$ cat src/rtl/datapath_sequencer.sv
// Instruction sequencer for the 8-bit register-file/ALU datapath: accepts one word per
// handshake, registers the decoded control fields and issues a single negedge-launched write.
module datapath_sequencer #(
    parameter int unsigned COUNT_WIDTH = 8
) (
    input  logic                   clk,
    input  logic                   reset,
    input  logic                   instr_valid,
    output logic                   instr_ready,
    input  logic [16:0]            instr,
    output logic                   writeEnable,
    output logic                   muxSel,
    output logic [7:0]             inputData,
    output logic [3:0]             dstSel,
    output logic [3:0]             A_sel,
    output logic [3:0]             B_sel,
    output logic [3:0]             OP_Sel,
    output logic                   busy,
    output logic                   done,
    output logic [COUNT_WIDTH-1:0] instr_count
);

    typedef enum logic [1:0] {StIdle, StSetup, StWrite} state_e;

    state_e                 r_state;
    logic                   r_ready;
    logic                   r_busy;
    logic                   r_done;
    logic                   r_we;
    logic                   r_mux;
    logic [7:0]             r_data;
    logic [3:0]             r_dst;
    logic [3:0]             r_a;
    logic [3:0]             r_b;
    logic [3:0]             r_op;
    logic [COUNT_WIDTH-1:0] r_count;
    logic                   w_accept;

    // Field bit i of the word keeps index i on the port (bit 0 = IMM, 1..4 = DST, ...).
    assign w_accept = instr_valid & r_ready;

    always_ff @(posedge clk) begin
        if (reset) begin
            r_state <= StIdle;
            r_ready <= 1'b1;
            r_busy  <= 1'b0;
            r_done  <= 1'b0;
            r_mux   <= 1'b0;
            r_data  <= '0;
            r_dst   <= '0;
            r_a     <= '0;
            r_b     <= '0;
            r_op    <= '0;
            r_count <= '0;
        end else begin
            r_done <= 1'b0;
            case (r_state)
                StIdle: begin
                    if (w_accept) begin
                        r_state <= StSetup;
                        r_ready <= 1'b0;
                        r_busy  <= 1'b1;
                        r_dst   <= instr[4:1];
                        if (instr[0]) begin
                            r_mux  <= 1'b1;
                            r_data <= instr[12:5];
                        end else begin
                            r_mux <= 1'b0;
                            r_a   <= instr[8:5];
                            r_b   <= instr[12:9];
                            r_op  <= instr[16:13];
                        end
                    end
                end
                StSetup: begin
                    r_state <= StWrite;
                end
                StWrite: begin
                    r_state <= StIdle;
                    r_ready <= 1'b1;
                    r_busy  <= 1'b0;
                    r_done  <= 1'b1;
                    r_count <= r_count + 1'b1;
                end
                default: begin
                    r_state <= StIdle;
                    r_ready <= 1'b1;
                    r_busy  <= 1'b0;
                end
            endcase
        end
    end

    // Launched on the falling edge so the gated write clock (clk & writeEnable) never glitches.
    always_ff @(negedge clk) begin
        r_we <= (r_state == StSetup) & ~reset;
    end

    assign instr_ready = r_ready;
    assign busy        = r_busy;
    assign done        = r_done;
    assign writeEnable = r_we;
    assign muxSel      = r_mux;
    assign inputData   = r_data;
    assign dstSel      = r_dst;
    assign A_sel       = r_a;
    assign B_sel       = r_b;
    assign OP_Sel      = r_op;
    assign instr_count = r_count;

endmodule

$ cat config.mk
export PLATFORM = sky130hd
export DESIGN_NAME = datapath_sequencer
export DESIGN_NICKNAME = d
export VERILOG_FILES = /design/src/rtl/datapath_sequencer.sv
export SDC_FILE = /design/constraint.sdc
export NUM_CORES = 1
export LEC_CHECK = 0
export ABC_CLOCK_PERIOD_IN_PS = 2400
export CAP_MARGIN = 5
export CORE_MARGIN = 2
export CORE_UTILIZATION = 46
export CTS_CLUSTER_SIZE = 40
export DETAILED_ROUTE_END_ITERATION = 10
export GPL_ROUTABILITY_DRIVEN = 0
export PLACE_DENSITY = 0.79
export REMOVE_ABC_BUFFERS = 1
export SYNTH_ARGS = -nofsm -noshare
export SYNTH_HDL_FRONTEND = slang
export SYNTH_SLANG_ARGS = --single-unit
$ cat constraint.sdc
create_clock -name clk -period 2.4 [get_ports clk]
set_input_delay 0.24 -clock clk [delete_from_list [all_inputs] [get_ports clk]]
set_output_delay 0.24 -clock clk [all_outputs]
set_load 0.03 [all_outputs]
==> results of run 1 <==
[power breakdown]
group	total [mW]	switching (mW)	internal, mW
clock network	0.325	0.210	0.115
logic	0.225	0.128	0.0976
registers	0.693	0.0183	0.675
total	1.24	0.356	0.887
[cell usage after synthesis]
library cell and count:
buf_4 2, ha_1 1, nand3_1 22, o31ai_1 2
or3_1 3, mux2i_1 1, a21oi_1 30, a211o_1 1
o21ai_0 23, inv_1 4, clkbuf_1 9, nand4bb_1 1
dfxtp_1 39, nand2_1 13, buf_6 1, a31oi_1 1
and4bb_2 1, buf_2 2, clkbuf_2 1, nor3_1 3
xnor2_1 1, nor2b_1 2, nor2_1 4, nand4b_4 1
or4_1 2, xor2_1 1, nand3b_1 2
[layer usage]
layer,wire [µm],vias to the layer above,GRT usage (%)
li1,-,712,-
met1,1419,639,22.05
met5,0,-,0
met3,330,7,8.824
met2,1668,52,35.26
met4,72,0,11.18
[layout make-up]
| cell class | instances | share of cell area [%] |
|---|---|---|
| Inverter | 3 | 0.5329 |
| Tap cell | 44 | 2.605 |
| Clock buffer | 7 | 2.131 |
| Timing Repair Buffer | 59 | 27.47 |
| Multi-Input combinational cell | 115 | 29.96 |
| Sequential cell | 39 | 36.94 |
| Clock inverter | 2 | 0.3552 |
[final timing paths]
path | endpoint
worst min-delay path | dstSel[0]
worst max register to register | writeEnable
worst max-delay path | writeEnable
worst min register to register | dstSel[2]
[registers in the layout, summed over array words and instances, names as in the netlist]
signal       cells
OP_Sel           4
done             1
instr_ready      1
dstSel           4
B_sel            4
writeEnable      1
instr_count      8
muxSel           1
r_state          2
inputData        8
busy             1
A_sel            4
[stage by stage]
step / area, µm² / setup WS [ns] / instances / power, mW / hold slack (ns)
6_report: 2113 / 0.1058 / 269 / 1.244 / 0.4256
5_1_grt: 2113 / 0.07782 / 269 / 1.303 / 0.4234
4_1_cts: 2113 / 0.08600 / 269 / 1.258 / 0.4095
3_5_place_dp: 2064 / 0.2969 / 261 / 0.9390 / 0.4491
3_3_place_gp: 2064 / 0.2957 / 261 / 0.9324 / 0.4428
2_1_floorplan: 1429 / 0.5007 / 158 / 0.8184 / 0.3091
[layout by cell type, fill, tap and decap left out, drive strengths merged]
cell | Yosys | routed
or3 | 3 | 3
o31ai | 2 | 2
a21oi | 30 | 30
nor2 | 4 | 4
inv | 4 | 5
mux2i | 1 | 1
nand2 | 13 | 13
nor2b | 2 | 2
nand3b | 2 | 2
clkdlybuf4s50 | 0 | 55
a31oi | 1 | 1
nor3 | 3 | 3
or4 | 2 | 2
nand3 | 22 | 22
nand4bb | 1 | 1
nand4b | 1 | 1
buf | 5 | 4
clkbuf | 10 | 7
o21ai | 23 | 23
and4bb | 1 | 1
a211o | 1 | 1
ha | 1 | 1
xnor2 | 1 | 1
dfxtp | 39 | 39
xor2 | 1 | 1
[cells by family after synthesis]
| family | count (synthesis) |
|---|---|
| mux | 1 |
| buf+inv | 19 |
| fa+ha+maj | 1 |
| simple gates | 54 |
| compound gates | 57 |
| xor+xnor | 2 |
| flops | 39 |
==> results.json, run 1 <==
{
  "run_status": "completed",
  "synth_area_leaders": "dfxtp_1, a21oi_1, o21ai_0, nand3_1, nand2_1",
  "finClkSkew_ns": 0.05073,
  "critical-path-slowest-cell": "dfxtp_1",
  "cts.sinks": 39,
  "dp_hpwl_mm": 2.387,
  "cts.repair.resized": 0,
  "end_kind": "output port",
  "synth_compound_area_share_pct": 19.63,
  "worst_slew_pin_slew_ns": 0.5548,
  "synth_simple_gate_area_share_pct": 19.80,
  "r2r_cells": 2,
  "synth-warning-count": 0,
  "grt_max_degree": 39,
  "synth_top_area_share_pct": 51.91,
  "cp_max_fo": 1,
  "n_antenna_cell": 0,
  "yosys-mux-area-fraction_pct": 0.6656,
  "synth_cells": 173,
  "nNetsFinal": 245,
  "vias_per_cell": 5.242,
  "die_w_um": 61.18,
  "netlist_area_um2": 1504,
  "leakage_nw": 0.7460,
  "wirelength_mm": 3.491,
  "regArea_um2": 780.7,
  "synth_seq_area_share_pct": 51.91,
  "die_h_um": 61.18,
  "whs_path_depth": 3,
  "ios": 57,
  "areaGrowthSynthToFinish_pct": 40.52,
  "hp-start": "instr[1]",
  "drt_iter0_drc": 46,
  "synth_top_cell_by_area": "dfxtp_1",
  "synth_cell_types": 27,
  "drt_first_pass_iters": 4,
  "initial_utilization_pct": 48.86,
  "route.vias.total": 1410,
  "startpoint_type": "register",
  "rrSetupSlack_ns": 0.48,
  "ctsHoldBuffers": 0,
  "path_buf_inv": 1,
  "clkLatencyLatePin_ns": 0.40,
  "antenna_found_initial": 0,
  "grt_pass1_vias": 1284,
  "gr-usage-all-layers_pct": 20.89,
  "path_cells": "buf_4",
  "cap_violations": 0,
  "multiInputGateArea_um2": 633.1,
  "crit_type": "reg2out",
  "h-tree-depth": 2,
  "final_antenna_net_count": 0,
  "avgSynthCellArea_um2": 8.693,
  "grt_overflow_total": 0,
  "post-cts-setup-buffers": 0,
  "synth_top_family_by_area": "simple AND/OR/NAND/NOR gates",
  "rows": 20,
  "numCtsBuffers": 5,
  "cts.path.max_buffers": 2,
  "hold_class": "in2reg",
  "route.detailed.drc": 0,
  "ys_ff_latch": 39,
  "final-hold-violation-count": 0,
  "cts_tree": "built",
  "crit_start": "writeEnable",
  "rr_startpoint": "r_state[0]",
  "cts.clk_slew.worst_paths_ns": 0.11,
  "worstPathArrival_ns": 2.05,
  "cpLargestDelayFamily": "flip-flops",
  "nFillCells": 275,
  "synth_xor_area_share_pct": 1.165,
  "design.core.area_um2": 3078,
  "power_density_nw_per_um2": 588.5,
  "tns_ns": 0,
  "critical_path_cell_count": 1,
  "cts_root_buffer": "clkbuf_4",
  "yosys.area_share.adder_pct": 0.8319,
  "setup_viol": 0,
  "maxSlewViolCount": 0,
  "relSlewSlack_pct": 62.97,
  "slowest_delay_ns": 0.31,
  "final_util_pct": 68.66,
  "irDropWorstVdd_uv": 398.7,
  "grt_pass1_wl_mm": 5.623,
  "drive_gt1_share_pct": 4.889,
  "cp.required_ns": 2.16,
  "port_buffers": 56,
  "rsz0062_at_grt": "no",
  "dieArea_um2": 3743,
  "wire_per_inst_um": 12.98
}
Note: power is estimated with default switching activity, not from simulation.
==> run 2: changes to the inputs <==
--- a/config.mk
+++ b/config.mk
@@ -8,11 +8,11 @@
 export ABC_CLOCK_PERIOD_IN_PS = 2400
 export CAP_MARGIN = 5
 export CORE_MARGIN = 2
-export CORE_UTILIZATION = 46
+export CORE_UTILIZATION = 45
 export CTS_CLUSTER_SIZE = 40
 export DETAILED_ROUTE_END_ITERATION = 10
 export GPL_ROUTABILITY_DRIVEN = 0
-export PLACE_DENSITY = 0.79
+export PLACE_DENSITY = 0.78
 export REMOVE_ABC_BUFFERS = 1
 export SYNTH_ARGS = -nofsm -noshare
 export SYNTH_HDL_FRONTEND = slang
==> run 2 against run 1 <==
  * Global-route usage increased by 0.82 points
  * Sequential share of layout area is the same
  * First-iteration DRC count is 8.7% lower
  * Register-to-register slack got worse by 0.03 ns
  * Non-clock buffer count unchanged
  * Utilization fell by 1.1 points
  * Critical path depth unchanged
==> results.json, run 2 (synthesis gave the netlist of run 1 again) <==
{
  "run_status": "completed",
  "hold_class": "in2reg",
  "switching_share_pct": 28.98,
  "areaGrowthSynthToFinish_pct": 40.52,
  "power.switching_mw": 0.3622,
  "dieArea_um2": 3820,
  "mostFrequentLayoutCells": "clkdlybuf4s50_1, dfxtp_1, a21oi_1, o21ai_0, nand3_1",
  "cts.repair.resized": 0,
  "irDropWorstVdd_uv": 492.8,
  "cts.sinks": 39,
  "crit_type": "reg2out",
  "p_int_mw": 0.8877,
  "ios": 57,
  "clkLatencyLatePin_ns": 0.38,
  "cap_violations": 0,
  "cp_max_fo": 1,
  "critical-path-slowest-cell": "dfxtp_1",
  "numCtsBuffers": 5,
  "vias_per_cell": 5.398,
  "drt_first_pass_iters": 5,
  "nFillCells": 271,
  "post-cts-setup-buffers": 0,
  "comb_power_share_pct": 18.3,
  "antenna_found_initial": 0,
  "leakage_nw": 0.7460,
  "post-place-ws_ns": 0.2664,
  "grt_pass1_vias": 1332,
  "wire_per_inst_um": 14.16,
  "nNetsFinal": 245,
  "power_density_nw_per_um2": 591.5,
  "rsz0062_at_grt": "no",
  "cts.path.max_buffers": 2,
  "port_buffers": 56,
  "worstPathArrival_ns": 2.05,
  "final-hold-violation-count": 0,
  "route.detailed.drc": 0,
  "grt_pass1_wl_mm": 6.003,
  "final_antenna_net_count": 0,
  "h-tree-depth": 2,
  "relSlewSlack_pct": 60.02,
  "dp_hpwl_mm": 2.587,
  "end_kind": "output port",
  "power_frac_clock_pct": 26.2,
  "route.vias.total": 1452,
  "cts_root_buffer": "clkbuf_4",
  "path_cells": "buf_4",
  "tns_ns": 0,
  "cts_tree": "built",
  "initial_utilization_pct": 48.08,
  "fin_ws_ns": 0.1079,
  "cts.clk_slew.worst_paths_ns": 0.12,
  "slowest_delay_ns": 0.32,
  "n_antenna_cell": 0,
  "seqPwrFrac_pct": 55.5,
  "ctsHoldBuffers": 0,
  "cpLargestDelayFamily": "flip-flops",
  "finClkSkew_ns": 0.04635,
  "startpoint_type": "register",
  "setup_viol": 0,
  "path_buf_inv": 1,
  "grt_max_degree": 39,
  "maxSlewViolCount": 0,
  "mostFrequentLayoutCell": "clkdlybuf4s50_1",
  "die_h_um": 61.81,
  "drive_gt1_share_pct": 4.889,
  "gr-usage-all-layers_pct": 21.71,
  "wirelength_mm": 3.810,
  "grt_overflow_total": 0,
  "design.core.area_um2": 3128,
  "rows": 20,
  "die_w_um": 61.81,
  "cp.required_ns": 2.16,
  "worst_slew_pin_slew_ns": 0.5991,
  "drt_iter0_drc": 42
}
run 2: cell counts in the layout (fill, tap and decap cells not counted):
No cell type changed its count.
run 2: cell type report:
type	count	area, µm²	area share [%]
inverters	3	11.26	0.5329
clock inverters	2	7.507	0.3552
repair buffers	59	580.6	27.47
clock buffers	7	45.04	2.131
multi-input cells	115	633.1	29.96
flip-flops and latches	39	780.7	36.94
well taps	44	55.05	2.605
run 2: routing by layer:
metal | global-route usage [%] | routed length [µm]
met1 | 25.80 | 1648
met2 | 33.38 | 1735
met3 | 12.01 | 397
met4 | 7.295 | 29
met5 | 0 | 0
run 2: worst paths after layout:
kind	depth (start not counted)	startpoint	endpoint	slack [ns]
min	3	instr[3]	dstSel[2]	0.43
min reg2reg	2	dstSel[0]	dstSel[0]	0.46
max	1	writeEnable	writeEnable	0.11
max reg2reg	1	r_state[1]	writeEnable	0.45
run 2: power by group through the flow:
stage                     clock [mW]  combinational, mW  sequential, mW
after floorplan              0.00522             0.0564           0.757
after global placement       0.00522              0.221           0.705
after detailed placement     0.00522              0.229           0.708
after CTS                      0.328              0.229           0.693
after global routing           0.367              0.246           0.697
final                          0.328              0.229           0.693
run 2: stage by stage:
step	total power, mW	util, %	instances	hold WS [ns]	instance area (µm²)
final	1.250	67.56	269	0.4327	2113
after global routing	1.310	67.56	269	0.4106	2113
after CTS	1.251	67.56	269	0.4210	2113
after detailed placement	0.9417	66.00	261	0.4491	2064
after global placement	0.9318	66.00	261	0.4427	2064
after floorplan	0.8184	-	158	0.3091	1429
run 2: worst min-delay path, delay by kind of cell:
family	cells	cell delay, ns
buf+inv	1	0.40
simple gates	1	0.06
compound gates	1	0.05
